### config.mk
export PLATFORM = sky130hd
export DESIGN_NAME = ascii_text_writer
export DESIGN_NICKNAME = d
export VERILOG_FILES = /design/src/rtl/ascii_text_writer.sv
export SDC_FILE = /design/constraint.sdc
export NUM_CORES = 1
export LEC_CHECK = 0
export CORE_MARGIN = 3
export CORE_UTILIZATION = 53
export CTS_CLUSTER_SIZE = 24
export DETAILED_ROUTE_END_ITERATION = 6
export GPL_TIMING_DRIVEN = 0
export PLACE_DENSITY_LB_ADDON = 0.05
export SLEW_MARGIN = 20
export SYNTH_ARGS = -nofsm -noshare
export SYNTH_HDL_FRONTEND = slang
export SYNTH_SLANG_ARGS = --single-unit
### constraint.sdc
create_clock -name CLK -period 3.89 [get_ports CLK]
set_input_delay 0.5835 -clock CLK [delete_from_list [all_inputs] [get_ports CLK]]
set_output_delay 0.5835 -clock CLK [all_outputs]
set_load 0.01 [all_outputs]
### src/rtl/ascii_text_writer.sv
// ascii_text_writer: takes ASCII codes over a valid/ready handshake and places
// them in the VGA character RAM at a managed cursor. It handles line wrap,
// ENTER (0x00) newlines, row wrap-around with clearing of the new line, and a
// full-screen clear after reset or on CLR.
module ascii_text_writer #(
  parameter int P_COLS       = 40,
  parameter int P_ROWS       = 15,
  parameter int P_COL_WIDTH  = 6,
  parameter int P_ROW_WIDTH  = 4,
  parameter int P_ADDR_WIDTH = 10
) (
  input  logic                    CLK,
  input  logic                    RESET,
  input  logic [7:0]              ASCII_CODE,
  input  logic                    ASCII_VALID,
  output logic                    ASCII_READY,
  input  logic                    CLR,
  output logic                    VRAM_WE,
  output logic [P_ADDR_WIDTH-1:0] VRAM_ADDR,
  output logic [7:0]              VRAM_DATA,
  output logic [P_COL_WIDTH-1:0]  CURSOR_COL,
  output logic [P_ROW_WIDTH-1:0]  CURSOR_ROW,
  output logic                    ERR
);

  localparam logic [7:0]              L_SPACE     = 8'h20;
  localparam logic [7:0]              L_ENTER     = 8'h00;
  localparam logic [P_ADDR_WIDTH-1:0] L_LAST_CELL = P_ADDR_WIDTH'(P_COLS * P_ROWS - 1);
  localparam logic [P_ADDR_WIDTH-1:0] L_LAST_LCNT = P_ADDR_WIDTH'(P_COLS - 1);
  localparam logic [P_COL_WIDTH-1:0]  L_LAST_COL  = P_COL_WIDTH'(P_COLS - 1);
  localparam logic [P_ROW_WIDTH-1:0]  L_LAST_ROW  = P_ROW_WIDTH'(P_ROWS - 1);
  localparam logic [P_ADDR_WIDTH-1:0] L_COLS_A    = P_ADDR_WIDTH'(P_COLS);

  // S_WRITE is the one-cycle recovery slot after any accepted code that does
  // not start a line clear (printable write or rejected code).
  typedef enum logic [1:0] {
    S_CLR_ALL  = 2'd0,
    S_IDLE     = 2'd1,
    S_WRITE    = 2'd2,
    S_LINE_CLR = 2'd3
  } state_t;

  state_t                  r_state;
  logic [P_ADDR_WIDTH-1:0] r_cnt;    // clear address (screen) or column (line)
  logic [P_COL_WIDTH-1:0]  r_col;
  logic [P_ROW_WIDTH-1:0]  r_row;
  logic                    r_ready;
  logic                    r_we;
  logic [P_ADDR_WIDTH-1:0] r_addr;
  logic [7:0]              r_data;
  logic                    r_err;

  logic [P_ADDR_WIDTH-1:0] w_row_base;
  logic [P_ADDR_WIDTH-1:0] w_cur_addr;
  logic [P_ADDR_WIDTH-1:0] w_line_addr;
  logic [P_ROW_WIDTH-1:0]  w_next_row;
  logic                    w_accept;
  logic                    w_is_enter;
  logic                    w_printable;

  // Cursor row base address; the cursor row is already the new row during a
  // line clear, so the same base serves both character writes and clears.
  assign w_row_base  = P_ADDR_WIDTH'(r_row) * L_COLS_A;
  assign w_cur_addr  = w_row_base + P_ADDR_WIDTH'(r_col);
  assign w_line_addr = w_row_base + r_cnt;
  assign w_next_row  = (r_row == L_LAST_ROW) ? '0 : r_row + 1'b1;

  // READY is the registered output, so accept matches what the producer sees.
  assign w_accept    = ASCII_VALID & r_ready & ~CLR;
  assign w_is_enter  = (ASCII_CODE == L_ENTER);
  // An X/Z code fails both tests and falls through to the error branch.
  assign w_printable = (ASCII_CODE >= 8'h20) && (ASCII_CODE <= 8'h7E);

  // Main FSM: cursor, clear counters and all registered outputs.
  always_ff @(posedge CLK) begin
    if (RESET) begin
      r_state <= S_CLR_ALL;
      r_cnt   <= '0;
      r_col   <= '0;
      r_row   <= '0;
      r_ready <= 1'b0;
      r_we    <= 1'b0;
      r_addr  <= '0;
      r_data  <= L_SPACE;
      r_err   <= 1'b0;
    end else if (CLR) begin
      // Abandon whatever is in flight and restart the full clear from 0.
      r_state <= S_CLR_ALL;
      r_cnt   <= '0;
      r_col   <= '0;
      r_row   <= '0;
      r_ready <= 1'b0;
      r_we    <= 1'b0;
      r_err   <= 1'b0;
    end else begin
      r_we  <= 1'b0;
      r_err <= 1'b0;
      case (r_state)
        S_CLR_ALL: begin
          r_we    <= 1'b1;
          r_addr  <= r_cnt;
          r_data  <= L_SPACE;
          r_ready <= 1'b0;
          if (r_cnt == L_LAST_CELL) begin
            r_cnt   <= '0;
            r_state <= S_IDLE;
          end else begin
            r_cnt <= r_cnt + 1'b1;
          end
        end

        S_IDLE: begin
          // First IDLE cycle after a clear only raises READY.
          r_ready <= 1'b1;
          if (w_accept) begin
            r_ready <= 1'b0;
            if (w_is_enter) begin
              r_col   <= '0;
              r_row   <= w_next_row;
              r_cnt   <= '0;
              r_state <= S_LINE_CLR;
            end else if (w_printable) begin
              r_we   <= 1'b1;
              r_addr <= w_cur_addr;
              r_data <= ASCII_CODE;
              if (r_col == L_LAST_COL) begin
                r_col   <= '0;
                r_row   <= w_next_row;
                r_cnt   <= '0;
                r_state <= S_LINE_CLR;
              end else begin
                r_col   <= r_col + 1'b1;
                r_state <= S_WRITE;
              end
            end else begin
              r_err   <= 1'b1;
              r_state <= S_WRITE;
            end
          end
        end

        S_WRITE: begin
          r_ready <= 1'b1;
          r_state <= S_IDLE;
        end

        S_LINE_CLR: begin
          r_we   <= 1'b1;
          r_addr <= w_line_addr;
          r_data <= L_SPACE;
          if (r_cnt == L_LAST_LCNT) begin
            r_cnt   <= '0;
            r_state <= S_IDLE;
          end else begin
            r_cnt <= r_cnt + 1'b1;
          end
        end

        default: begin
          r_cnt   <= '0;
          r_state <= S_CLR_ALL;
        end
      endcase
    end
  end

  assign ASCII_READY = r_ready;
  assign VRAM_WE     = r_we;
  assign VRAM_ADDR   = r_addr;
  assign VRAM_DATA   = r_data;
  assign CURSOR_COL  = r_col;
  assign CURSOR_ROW  = r_row;
  assign ERR         = r_err;

endmodule

# After elaboration in Yosys (flattened, before gate mapping)
# Cells that the tools add are included.
[op_classes]
mux = 36
multipliers = 1
n_eq_ne = 14
add_sub_neg = 5
bitwise_logic = 5
order_cmp = 2
reduce_logical = 17
[ops]
columns = ["cell", "count"]
rows = [
  ["$mux 10", 9],
  ["$pmux 10 s3", 2],
  ["$mux 8", 3],
  ["$mux 6", 3],
  ["$mux 4", 4],
  ["$pmux 8 s2", 1],
  ["$add 10x1->10 const B", 1],
  ["$add 10x10->10", 1],
  ["$add 10x6->10", 1],
  ["$eq 10x10->1 const B", 1],
  ["$eq 10x6->1 const B", 1],
  ["$mux 2", 5],
  ["$ne 2x2->1 const B", 5],
  ["$reduce_and 5->1", 2],
  ["$ge 8x6->1 const B", 1],
  ["$le 8x7->1 const B", 1],
  ["$logic_not 8->1", 1],
  ["$pmux 2 s4", 1],
  ["$reduce_and 4->1", 2],
  ["$mul 4x3->7 const B", 1],
  ["$add 6x1->6 const B", 1],
  ["$eq 6x6->1 const B", 1],
  ["$mux 1", 6],
  ["$ne 3x3->1 const B", 2],
  ["other kinds (15)", 24],
]
[totals]
word_cells = 89
input_bits = 12
reg_bits = 43
out_inout_bits = 31

# Longest topological paths before layout
[depth]
depth_word = 6
depth_mapped = 11
depth_no_buf = 11

# Least setup slack after synthesis
# OpenSTA, ideal clock, no wires.
[synth_timing]
kind = "register to register"
startpoint = "register r_state[0]"
endpoint = "register r_addr[9], in the netlist VRAM_ADDR[9]"
stages_incl_launch_ff = 11
path_slack_ns = 1.148
t_arrival_ns = 2.618
period_less_slack_ns = 2.742
required_ns = 3.766
n_path_buf = 1
setup_ns = 0.124
path_cell_list = "dfxtp_1 -> ha_1 -> clkbuf_1 -> mux2_2 -> ha_1 -> fa_1 -> a211oi_1 -> o21ai_0 -> a2bb2oi_1 -> and4_1 -> nor3_1"
[synth_between]
elab_chain_cells = 3
word_cells_on_any_way = 9
classes_between = "eq/ne: 5; mux: 1; reduce/logical: 3"
[synth_rtl]
columns = ["element", "line", "source"]
rows = [
  ["start: declaration", "43", "state_t r_state;"],
  ["start signal: assignment", "77", "r_state <= S_CLR_ALL;"],
  ["start signal: assignment", "88", "r_state <= S_CLR_ALL;"],
  ["start signal: assignment", "106", "r_state <= S_IDLE;"],
  ["$eq 2x1->1 (tied with other cells)", "98", "case (r_state)"],
  ["$ne 2x2->1 (no line) or $reduce_bool 3->1 (tied branches)", "-", ""],
  ["$reduce_and 5->1 (no line)", "-", ""],
  ["end signal: assignment", "101", "r_addr <= r_cnt;"],
  ["end signal: assignment", "124", "r_addr <= w_cur_addr;"],
  ["end signal: assignment", "149", "r_addr <= w_line_addr;"],
  ["end: declaration", "49", "logic [P_ADDR_WIDTH-1:0] r_addr;"],
]
# Several ways; a longest one is shown, not always the timed one.
# A chain may end at the register's enable or synchronous reset.

# Worst setup path after layout
# Ends and elaborated chain as after synthesis.

==> flow_metrics.env <==
export IMPL_status="completed"
export IMPL_grt_max_degree=13
export IMPL_die_w_um=76.0
export IMPL_synth_seq_cells=43
export IMPL_crit_type="reg2reg"
export IMPL_clk_path_buf_depth=2
export IMPL_area_delta_synth_final_pct=23.3
export IMPL_dieArea_sq_um=5780
export IMPL_clock_sinks=43
export IMPL_die_y_um=76.0
export IMPL_globalRouteOverflowTotal=0
export IMPL_cts_reportedPaths_clkPinSlew_ns=0.08
export IMPL_vias=2571
export IMPL_insertion_delay_ns=0.29
export IMPL_cts_made_buffers=5
export IMPL_fin_skew_ns=0.00665
export IMPL_grtUsageMet2=0.383
export IMPL_hp_start="VRAM_DATA[0]"
export IMPL_required_ns=4.07
export IMPL_power_leakage_nw=1.12
export IMPL_finalPower_mw=0.849
export IMPL_reg2reg_from="r_state[0]"
export IMPL_pin_count=43
export IMPL_finalSetupViolCount=0
export IMPL_wl_per_cell_um=16.0
export IMPL_finalSetupTns_ns=0
export IMPL_fin_hold_ws_ns=0.451
export IMPL_route_detailed_drc=0
export IMPL_vdd_drop_max_mv=0.162
export IMPL_top_usage_layer="met2"
export IMPL_yosysWarnings=0
export IMPL_netlist_top_cells_count="43 x dfxtp_1, 26 x a21oi_1, 24 x nand2_1"
export IMPL_antenna_found_initial=0
export IMPL_ys_types=62
export IMPL_ys_seq_area_frac=0.331
export IMPL_r2r_end="VRAM_ADDR[9]"
export IMPL_synth_top_family_by_area="simple AND/OR/NAND/NOR gates"
export IMPL_synth_adder_area_share=0.0973
export IMPL_yosysMostFrequentCell="dfxtp_1"
export IMPL_via_per_inst=6.06
export IMPL_cap_violations=0
export IMPL_synth_nets=341
export IMPL_synth_area_top_cells="dfxtp_1 33%, ha_1 8.2%, a21oi_1 5.0%"
export IMPL_regArea_sq_um=861
export IMPL_hpwl_um=5100
export IMPL_grt_pass1_vias=2391
export IMPL_cp_arrival_ns=3.50
export IMPL_wirelength_um=6770
export IMPL_dp_cells=417
export IMPL_final_antenna_net_count=0
export IMPL_finalCritPeriodShare=0.852
export IMPL_grt_first_pass_wirelength_um=11700
export IMPL_cts_setup_buffers=0
export IMPL_place_congestion=0.871
export IMPL_synth_simple_area_share=0.264
export IMPL_synth_compound_area_frac=0.243
export IMPL_cts_hold_buf=0
export IMPL_r2r_cells=10
export IMPL_fin_cells=424
export IMPL_use_met3=0.0437
export IMPL_htree_levels=2
export IMPL_multiInputGateArea_sq_um=1630
export IMPL_tightestPinTransition_ns=0.548
export IMPL_critPathLaunch="r_state[0]"
export IMPL_grtUsageMet1=0.339
export IMPL_path_max_fanout=10
export IMPL_endpoint_kind="flip-flop"
export IMPL_slew_violations=0
export IMPL_synth_xor_xnor_area_share=0.0135
export IMPL_synth_top_cell_by_area="dfxtp_1"
export IMPL_cp_start_kind="flip-flop"
export IMPL_nets=390
export IMPL_synth_top_cell_area_share=0.331
export IMPL_cts_tree="done"
export IMPL_initial_core_util=0.573
export IMPL_drive_gt1_frac=0.0724
export IMPL_period_needed_ns=3.31
export IMPL_drt_iter0_markers=155
export IMPL_syn_area_sq_um=2600
export IMPL_finalHoldViolCount=0
export IMPL_rsz0062_at_grt="false"
export IMPL_dr_pass1_iters=5
export IMPL_muxShareOfSynthArea=0.00867
export IMPL_syn_area_per_cell_sq_um=8.38
export IMPL_place_port_buffers=42
export IMPL_async_reset_ff_frac=0
export IMPL_hold_path_class="reg2reg"
export IMPL_rows=24
export IMPL_syn_instance_count=310
export IMPL_root_buffer="clkbuf_8"
export IMPL_fmax_ghz=0.302
export IMPL_r2r_slack_ns=0.58
export IMPL_crit_end="VRAM_ADDR[9]"
export IMPL_core_sq_um=4530
export IMPL_num_antenna_cells=0
export IMPL_n_fill_cell=379
export IMPL_utilization=0.706
export IMPL_track_usage=0.242
export IMPL_ys_flop_type="dfxtp_1"
export IMPL_synth_edff_count=0
export IMPL_powerDensity_nw_per_um2=265
export IMPL_ctsResizeCount=0
export IMPL_relSlewSlack=0.634
-- how the worst min path moves through the flow --
stage / end / slack, ns / cells past startpoint
final: VRAM_DATA[0] / 0.45 / 2
after global routing: VRAM_DATA[0] / 0.48 / 2
after CTS: VRAM_DATA[7] / 0.45 / 2
after detailed placement: VRAM_DATA[7] / 0.44 / 2
after floorplan: VRAM_DATA[0] / 0.48 / 2
after global placement: VRAM_DATA[7] / 0.44 / 2
-- final cells by class --
cell class | count | area share
multi-input combinational | 241 | 0.508
timing repair buffer | 42 | 0.131
sequential | 43 | 0.269
inverter | 11 | 0.0129
clock buffer | 6 | 0.0227
clock inverter | 1 | 0.00938
tap | 65 | 0.0254
buffer | 15 | 0.0215
-- report_power, final --
part | total (mW) | switching (mW) | internal, mW
logic | 0.0651 | 0.0355 | 0.0297
registers | 0.450 | 0.00409 | 0.446
clock network | 0.334 | 0.145 | 0.188
-- state kept, by name (all words and copies together), names as in the netlist --
register / count
r_state: 2
CURSOR_ROW: 4
ASCII_READY: 1
VRAM_ADDR: 10
r_cnt: 10
ERR: 1
CURSOR_COL: 6
VRAM_WE: 1
VRAM_DATA: 8
-- stage by stage --
stage               setup WS [ns]  area [sq um]
floorplan                    1.15          2600
detailed placement          0.656          3100
global placement            0.713          3100
CTS                         0.626          3200
global route                0.451          3200
finish                      0.576          3200
-- cells by family after synthesis --
group,after synthesis
buffers and inverters,26
adder cells (fa/ha/maj),19
flip-flops,43
multiplexers,2
AO/OA/AOI/OAI,93
XOR/XNOR,4
AND/OR/NAND/NOR,123
-- critical path: stages (launching register included) --
cell and delay, ns:
dfxtp_1 0.44, ha_1 0.27, clkbuf_1 0.36, mux2_2 0.38
ha_1 0.21, fa_1 0.45, a211oi_1 0.38, o21ai_0 0.16
a2bb2oi_1 0.27, and4_1 0.23, nor3_1 0.05
-- metal layers --
layer	up-vias	routed length, um
met5	-	0
met4	0	75
met3	8	372
met2	86	3210
met1	1216	3110
li1	1261	-
-- cells in the final DEF, fill, tap and decap left out, types with 3 or more instances in the layout --
cell type         n
clkbuf_8          5
clkdlybuf4s50_1  42
o31ai_1           6
nand2_1          24
and3_1            3
nand4b_1          3
a221oi_1          3
dfxtp_1          43
nand3_1          15
nor3_1           12
a21o_1            3
a211oi_1          8
nand4_1           7
o21ai_0          19
inv_1            11
xnor2_1           3
or3_1            10
and2_1            4
or4_1             5
a311oi_1          4
ha_1             17
buf_2             4
o211ai_1          3
nor2_1           20
clkbuf_1         10
a21oi_1          26
No activity file was read; power rests on OpenSTA's default activity.
